## config.mk

```make
export PLATFORM = sky130hd
export DESIGN_NAME = mux_sel_sequencer
export DESIGN_NICKNAME = d
export VERILOG_FILES = /design/src/rtl/mux_seq_pkg.sv /design/src/rtl/mux_seq_next.sv /design/src/rtl/mux_sel_sequencer.sv
export SDC_FILE = /design/constraint.sdc
export NUM_CORES = 1
export LEC_CHECK = 0
export CORE_MARGIN = 1
export CORE_UTILIZATION = 45
export CTS_CLUSTER_SIZE = 8
export DETAILED_ROUTE_END_ITERATION = 10
export GPL_TIMING_DRIVEN = 0
export PLACE_DENSITY = 0.68
export SLEW_MARGIN = 15
export SYNTH_ARGS = -nofsm -noshare
export SYNTH_HDL_FRONTEND = slang
export SYNTH_SLANG_ARGS = --single-unit
```

## constraint.sdc

```tcl
create_clock -name clk -period 3.5 [get_ports clk]
set_clock_uncertainty 0.15 [all_clocks]
set_input_delay 0.7 -clock clk [delete_from_list [all_inputs] [get_ports clk]]
set_output_delay 0.7 -clock clk [all_outputs]
set_load 0.02 [all_outputs]
```

## src/rtl/mux_seq_pkg.sv

```systemverilog
// Shared types and sizes for the mux select sequencer.
package mux_seq_pkg;

    localparam int unsigned NUM_CH      = 4;
    localparam int unsigned SEL_W       = 2;
    localparam int unsigned DWELL_W_DEF = 4;

    typedef enum logic [1:0] {
        IDLE  = 2'd0,
        DWELL = 2'd1,
        WRAP  = 2'd2
    } state_t;

endpackage

```

## src/rtl/mux_seq_next.sv

```systemverilog
// Channel picker: next higher enabled channel after sel, and lowest enabled channel.
module mux_seq_next
    import mux_seq_pkg::*;
(
    input  logic [NUM_CH-1:0] mask,
    input  logic [SEL_W-1:0]  sel,
    output logic [SEL_W-1:0]  next_idx,
    output logic              has_next,
    output logic [SEL_W-1:0]  low_idx
);

    // Scan from the top down so the last hit is the lowest qualifying index.
    always_comb begin
        next_idx = sel;
        has_next = 1'b0;
        low_idx  = '0;
        for (int i = NUM_CH - 1; i >= 0; i--) begin
            if (mask[i]) begin
                low_idx = SEL_W'(i);
                if (i > int'(sel)) begin
                    next_idx = SEL_W'(i);
                    has_next = 1'b1;
                end
            end
        end
    end

endmodule

```

## src/rtl/mux_sel_sequencer.sv

```systemverilog
// Scan controller driving the 4:1 mux select; samples Y per channel into a frame.
// Optional: define MUX_SEQ_MAJORITY_EN for 2-of-3 sampling over the last three
// dwell cycles (only when the latched dwell is at least 2).
module mux_sel_sequencer
    import mux_seq_pkg::*;
#(
    parameter int unsigned DWELL_W = DWELL_W_DEF
) (
    input  logic               clk,
    input  logic               rst_n,
    input  logic               En,
    input  logic [NUM_CH-1:0]  Mask,
    input  logic [DWELL_W-1:0] Dwell,
    input  logic               Y,
    output logic [SEL_W-1:0]   Sel,
    output logic               Busy,
    output logic [NUM_CH-1:0]  Frame,
    output logic               Frame_vld
);

    state_t              state_q, state_d;
    logic [SEL_W-1:0]    sel_q, sel_d;
    logic                busy_q, busy_d;
    logic [NUM_CH-1:0]   frame_q, frame_d;
    logic                vld_q, vld_d;
    logic [DWELL_W-1:0]  cnt_q, cnt_d;
    logic [NUM_CH-1:0]   shadow_q, shadow_d;
    logic [NUM_CH-1:0]   mask_q, mask_d;
    logic [DWELL_W-1:0]  dwell_q, dwell_d;

    logic                start_ok;
    logic                dwell_done;
    logic                sample_bit;
    logic [NUM_CH-1:0]   pick_mask;
    logic [SEL_W-1:0]    next_idx;
    logic                has_next;
    logic [SEL_W-1:0]    low_idx;

    assign start_ok   = En && (Mask != '0);
    assign dwell_done = (cnt_q == dwell_q);

    // During a scan walk the latched mask; at latch points pick from the live input.
    assign pick_mask = (state_q == DWELL) ? mask_q : Mask;

    mux_seq_next u_next (
        .mask     (pick_mask),
        .sel      (sel_q),
        .next_idx (next_idx),
        .has_next (has_next),
        .low_idx  (low_idx)
    );

`ifdef MUX_SEQ_MAJORITY_EN
    logic [1:0] hist_q, hist_d;
    logic       maj;

    // 2-of-3 vote over the two previous cycles and the current one.
    always_comb begin
        maj        = (hist_q[1] & hist_q[0]) | (hist_q[1] & Y) | (hist_q[0] & Y);
        sample_bit = (dwell_q >= DWELL_W'(2)) ? maj : Y;
    end
`else
    assign sample_bit = Y;
`endif

    // State and datapath registers.
    always_ff @(posedge clk or negedge rst_n) begin
        if (!rst_n) begin
            state_q  <= IDLE;
            sel_q    <= '0;
            busy_q   <= 1'b0;
            frame_q  <= '0;
            vld_q    <= 1'b0;
            cnt_q    <= '0;
            shadow_q <= '0;
            mask_q   <= '0;
            dwell_q  <= '0;
`ifdef MUX_SEQ_MAJORITY_EN
            hist_q   <= '0;
`endif
        end else begin
            state_q  <= state_d;
            sel_q    <= sel_d;
            busy_q   <= busy_d;
            frame_q  <= frame_d;
            vld_q    <= vld_d;
            cnt_q    <= cnt_d;
            shadow_q <= shadow_d;
            mask_q   <= mask_d;
            dwell_q  <= dwell_d;
`ifdef MUX_SEQ_MAJORITY_EN
            hist_q   <= hist_d;
`endif
        end
    end

    // Next-state logic.
    always_comb begin
        state_d = state_q;
        case (state_q)
            IDLE:    if (start_ok) state_d = DWELL;
            DWELL:   if (dwell_done && !has_next) state_d = WRAP;
            WRAP:    state_d = start_ok ? DWELL : IDLE;
            default: state_d = IDLE;
        endcase
    end

    // Next values for the registered outputs and scan datapath.
    always_comb begin
        sel_d    = sel_q;
        busy_d   = busy_q;
        frame_d  = frame_q;
        vld_d    = 1'b0;
        cnt_d    = cnt_q;
        shadow_d = shadow_q;
        mask_d   = mask_q;
        dwell_d  = dwell_q;
`ifdef MUX_SEQ_MAJORITY_EN
        hist_d   = hist_q;
`endif
        case (state_q)
            IDLE: begin
                if (start_ok) begin
                    mask_d   = Mask;
                    dwell_d  = Dwell;
                    sel_d    = low_idx;
                    cnt_d    = '0;
                    shadow_d = '0;
                    busy_d   = 1'b1;
`ifdef MUX_SEQ_MAJORITY_EN
                    hist_d   = '0;
`endif
                end else begin
                    busy_d = 1'b0;
                end
            end
            DWELL: begin
                if (dwell_done) begin
                    shadow_d[sel_q] = sample_bit;
                    cnt_d           = '0;
`ifdef MUX_SEQ_MAJORITY_EN
                    hist_d          = '0;
`endif
                    if (has_next) sel_d = next_idx;
                end else begin
                    cnt_d = cnt_q + DWELL_W'(1);
`ifdef MUX_SEQ_MAJORITY_EN
                    hist_d = {hist_q[0], Y};
`endif
                end
            end
            WRAP: begin
                frame_d = shadow_q;
                vld_d   = 1'b1;
                if (start_ok) begin
                    mask_d   = Mask;
                    dwell_d  = Dwell;
                    sel_d    = low_idx;
                    cnt_d    = '0;
                    shadow_d = '0;
`ifdef MUX_SEQ_MAJORITY_EN
                    hist_d   = '0;
`endif
                end else begin
                    busy_d = 1'b0;
                end
            end
            default: begin
                busy_d = 1'b0;
            end
        endcase
    end

    assign Sel       = sel_q;
    assign Busy      = busy_q;
    assign Frame     = frame_q;
    assign Frame_vld = vld_q;

endmodule

```

# Word level (Yosys, flattened, before mapping)
# Index checks and enable logic that the tools add are counted.
[classes]
n_addsub = 1
n_mul = 0
n_div = 0
n_lt_le_gt_ge = 5
n_eq_ne = 9
n_shift = 0
n_mux = 37
bitwise = 1
n_reduce_logical = 14
[ops]
columns = ["op", "count"]
rows = [
  ["2-to-1 mux 2 bit", 15],
  ["2-to-1 mux 4 bit", 4],
  ["case mux 4 bit (2 select lines)", 2],
  ["2-to-1 mux 1 bit", 11],
  ["!= test 2 bit, second input constant", 4],
  ["AND reduction 2 bit", 4],
  ["case mux 2 bit (3 select lines)", 1],
  ["adder 4 x 1 -> 4 bit, second input constant", 1],
  ["bitwise mux 4 bit", 1],
  ["equality test 4 bit", 1],
  ["greater-than comparator 2 bit, first input constant", 2],
  ["!= test 2 x 1 -> 1 bit, second input constant", 2],
  ["case mux 2 bit (2 select lines)", 1],
  ["AND reduction 4 bit", 1],
  ["nonzero test 4 bit", 1],
  ["logical AND 1 bit", 3],
  ["< comparator 2 x 3 -> 1 bit, second input constant", 1],
  ["case mux 1 bit (3 select lines)", 1],
  ["AND reduction 3 bit", 1],
  ["demux 1 bit (select 2 bit)", 1],
  ["equality test 2 x 1 -> 1 bit, second input constant", 1],
  ["equality test 2 bit, second input constant", 1],
  [">= comparator 2 x 1 -> 1 bit, second input constant", 1],
  ["greater-than comparator 1 x 2 -> 1 bit, first input constant", 1],
  ["5 further kinds", 5],
]
[totals]
reg_bits = 26
latch_bits = 0
ram_bits = 0
mem_bits_ro = 0
in_bits = 12
out_inout_bits = 8
word_cells = 76
memories = 0

# Logic depth before layout (Yosys ltp)
[depth]
ltp_word = 11
ltp_mapped = 7
depth_no_buf = 5

# By module
# Synthesis repeated with hierarchy kept, for this count alone.
[unflattened]
cells_unflattened = 137
hier_area_um2 = 1288.7
[by_module_without_submodules]
columns = ["module", "instances", "cells_each", "area_each_um2", "seq_area_each_um2"]
rows = [
  ["mux_sel_sequencer", 1, 122, 1207.4, 650.6],
  ["mux_seq_next", 1, 15, 81.3, 0.0],
]

# Worst setup path before layout
# No wires, ideal clock.
[synth_timing]
kind = "in2reg"
from = "in Mask[0]"
to = "reg sel_q[0] (netlist: Sel[0])"
setup_time_ps = 125
arrival_time_ps = 1800
required_ps = 3225
slack_ps = 1425
stages = 5
path_buffers = 0
path_cell_list = "nor4_1 nor3b_2 o2bb2ai_4 o21bai_4 mux2_4"
[synth_between]
elab_chain_len = 4
elab_cells_between_ends = 8
classes_between = "1 x eq/ne; 4 x mux; 3 x reduce/logical"
[synth_lines]
columns = ["item", "line", "rtl"]
rows = [
  ["start: declaration", "mux_sel_sequencer.sv:12", "input logic [NUM_CH-1:0] Mask,"],
  ["nonzero test 4 bit / 2-to-1 mux 4 bit (equally long branches)", "mux_sel_sequencer.sv:39, mux_sel_sequencer.sv:43", ""],
  ["logical AND 1 bit / 2-to-1 mux 2 bit (equally long branches)", "mux_sel_sequencer.sv:39, mux_seq_next.sv:18", ""],
  ["!= test 2 x 1 -> 1 bit (no line) / 2-to-1 mux 2 bit (equally long branches)", "n/a", ""],
  ["AND reduction 4 bit (no line) / case mux 2 bit (2 select lines) (equally long branches)", "n/a", ""],
  ["end signal: assignment", "mux_sel_sequencer.sv:83", "sel_q <= sel_d;"],
  ["end: declaration", "mux_sel_sequencer.sv:22", "logic [SEL_W-1:0] sel_q, sel_d;"],
]
# Parallel ways exist; a longest one is shown, timed or not. The select of a mux whose other input is x is not followed.
# A chain may end at the register's enable or synchronous reset.

# Final worst setup path
[layout_timing]
from = "in Mask[1]"
to = "reg sel_q[0] (netlist: Sel[0])"
[layout_between]
elab_chain_len = 5
elab_cells_between_ends = 14
classes_between = "2 x eq/ne; 9 x mux; 3 x reduce/logical"
[layout_lines]
columns = ["item", "line", "rtl"]
rows = [
  ["2-to-1 mux 4 bit", "mux_sel_sequencer.sv:43", "assign pick_mask = (state_q == DWELL) ? mask_q : Mask;"],
  ["2-to-1 mux 2 bit", "mux_seq_next.sv:18", "if (mask[i]) begin"],
  ["2-to-1 mux 2 bit (on tied branches)", "mux_seq_next.sv:18, mux_sel_sequencer.sv:144", ""],
  ["2-to-1 mux 2 bit (on tied branches)", "mux_sel_sequencer.sv:123, mux_sel_sequencer.sv:155, mux_sel_sequencer.sv:138", ""],
  ["case mux 2 bit (2 select lines)", "mux_sel_sequencer.sv:121", "case (state_q)"],
]
# Parallel ways exist; a longest one is shown, timed or not. The select of a mux whose other input is x is not followed.

==> metrics.md <==
| Metric | Value |
|---|---|
| Slew @ Worst Pin | approximately 560 ps |
| CTS buffer count | 3 |
| Filler instances | between 200 and 300 |
| Worst setup path class | input pin to register |
| Drt wl/cell | ~14 um |
| Antenna violations before repair | 0 |
| Netlist cell types | 33 |
| # diodes | 0 |
| Post-CTS Setup Bufs | 0 |
| Post-CTS sizing | 0 |
| Mapped Cells | 112 |
| Number of synthesized flops with an enable pin | 0 |
| # DRC | 0 |
| Clk Latency, worst-skew pair | roughly 300 ps |
| Number of global-route vias before repair | between 900 and 1000 |
| Router iterations before antenna repair | 4 |
| Top cells by count, synth | dfrtp_1 (25), mux2_2 (13), nand2_1 (12) |
| Worst Path Arrival | 2470 ps |
| Root Driver | clkbuf_4 |
| Worst r2r dst | Sel[0] |
| Hold Vio Cnt, Final | 0 |
| CP Depth | 6 |
| Top cell type's share of synthesized area | 47.9% |
| Clk slew on worst S/H paths | 130 ps |
| Top delay family on crit path | buffers and inverters |
| Sequential share of the synthesized area | a little under half |
| Clk buf depth | 2 |
| Outcome | finished clean |
| Ports | 20 |
| Worst R2R Start | state_q[1] |
| Num rows | 19 |
| Hold buffers post-CTS | 0 |
| Synthesized Nets | ~130 |
| Max_slew headroom | a little over three fifths |
| Peak Freq | about 410 MHz |
| GRT overflow | 0 |
| Reg2reg path depth | 6 |
| ANT nets after route | 0 |
| Synth area leaders | dfrtp_1 (48%), mux2_2 (11%), nand2_1 (3.5%) |
| Worst reg2reg setup slack | around 1500 ps |
| CP Launch Point | Mask[1] |
| NumNets Final | 149 |
| Crit path max fanout | 10 |
| Startpoint types | input pin |
| H-tree depth | 1 |
| Fin Setup TNS | 0 ps |
| Die Y | between 50 and 60 um |
| Syn Area/Cell | about 12 sq um |
| Core area | around 2800 sq um |
| Ys Warns | 0 |
| Mapped cell area | ~1300 sq um |
| Routability cong. | 0.879 |
| GR Util All Layers | between 10% and 20% |
| Worst vdd ir | roughly 0.00053 V |
| Starting density of the core | a little under half |
| Top_reg_cell synth | dfrtp_1 |
| I/O Buffers | 19 |
| CP required | roughly 3600 ps |
| Crit-path cells | clkdlybuf4s50_1 > nor4_1 > nor3b_2 > o2bb2ai_4 > o21bai_4 > mux2_4 |
| CTS sink count | 25 |
| Setup WS post-layout | approximately 1100 ps |
| HPWL Detailed | 1730 um |
| Ys async rst share | 100% |
| Crit path to | Sel[0] |
| Tmin final | between 2000 and 2500 ps |
| CP peak stage delay | approximately 580 ps |
| Worst hold path class | input pin to asynchronous set/reset pin |
| Area delta synth->final | 19.2% |
| CTS tree | done |
| Layout cells sized above 1 | between 20% and 30% |
| Total Routed Length | between 2000 and 2500 um |
| Vias/cell | between 5 and 6 |
| Critical path buffers and inverters | 1 |
| Die area | between 3000 and 4000 sq um |
| Die Width | 55.9 um |
| Vias | 899 |
| Cell Pwr Density | around 920 nW/um^2 |
| Max Slew Vio Count | 0 |
| Pin count of the biggest net entering global routing | 26 |
| Final setup fails | 0 |
| Initial drt markers | 15 |
| Max cap viols | 0 |
| Crit end category | register |
| Final period util | between 60 and 70% |
| #FFs+latches synth | 25 |
| First-pass GRT wire length | roughly 4100 um |
| Yosys top cell by area | dfrtp_1 |
| Most frequent cell after synthesis | dfrtp_1 |
| Crit-path slowest cell | clkdlybuf4s50_1 |
| Unrepaired setup endpoints after global routing | no |
| Leak Pwr | around 0.7 nW |
| Dpl ws | 739 ps |
==> metal layers <==
metal	part of all wire, %	global-route usage (%)
met4	0.83	5.23
met5	0	0
met2	50	27.2
met1	46	22.7
met3	3.0	2.33
==> cells by family after synthesis <==
logic type / after synthesis / synth area share (%)
buffers and inverters: 8 / 3.55
adders and majority gates: 1 / 0.959
DFF: 25 / 47.9
xor gates and xnor gates: 6 / 4.03
muxes: 18 / 15.8
AOI/OAI and AO/OA: 22 / 15.0
and+or+nand+nor: 32 / 12.8
==> cell type report <==
class	instances	area, sq um	area share (%)
plain buffers	4	31.3	2.01
clock buffers	4	26.3	1.69
inverters	4	15.0	0.965
multi-input cells	79	633	40.7
flip-flops and latches	25	626	40.2
well taps	31	38.8	2.49
repair buffers	19	185	11.9
==> power breakdown <==
group / switching (mW) / total (mW) / internal [mW] / leakage [nW]
Sequential: 0.120 / 0.537 / 0.417 / 0.300
Clock: 0.0788 / 0.123 / 0.0444 / 0.0150
Combinational: 0.353 / 0.766 / 0.413 / 0.374
Total: 0.552 / 1.43 / 0.874 / 0.689
==> per-stage QoR <==
step	util [%]	instance area, sq um	std cells	hold slack [ps]	power (mW)
6_report	56.4	1560	166	217	1.43
5_1_grt	56.4	1560	166	239	1.55
4_1_cts	56.6	1560	166	371	1.44
3_5_place_dp	55.6	1530	162	341	1.31
3_3_place_gp	55.6	1530	162	337	1.29
2_1_floorplan	-	1310	112	254	1.11
==> layout by cell type, fill, tap and decap left out, types with 3 or more instances in the layout <==
| cell | n |
|---|---|
| a21oi_1 | 3 |
| clkbuf_4 | 3 |
| clkdlybuf4s50_1 | 18 |
| dfrtp_1 | 25 |
| inv_1 | 4 |
| mux2_2 | 13 |
| mux2i_1 | 3 |
| nand2_1 | 12 |
| nand2b_1 | 3 |
| nand3_1 | 6 |
| nor2_1 | 3 |
| o21ai_0 | 5 |
| o311ai_0 | 4 |
| xnor2_1 | 5 |
==> sequential cells by signal (all words and copies together) (netlist names) <==
signal	count
shadow_q	4
Frame_vld	1
Sel	2
cnt_q	4
Frame	4
dwell_q	4
mask_q	3
Busy	1
state_q	2
==> worst min-delay path by stage <==
stage | startpoint | endpoint
3_5_place_dp | Frame[0] | Frame[0]
4_1_cts | Frame[0] | Frame[0]
2_1_floorplan | rst_n | Busy
6_report | rst_n | cnt_q[0]
5_1_grt | rst_n | Frame_vld
3_3_place_gp | Frame[0] | Frame[0]
Note: power is estimated with default switching activity, not from simulation.
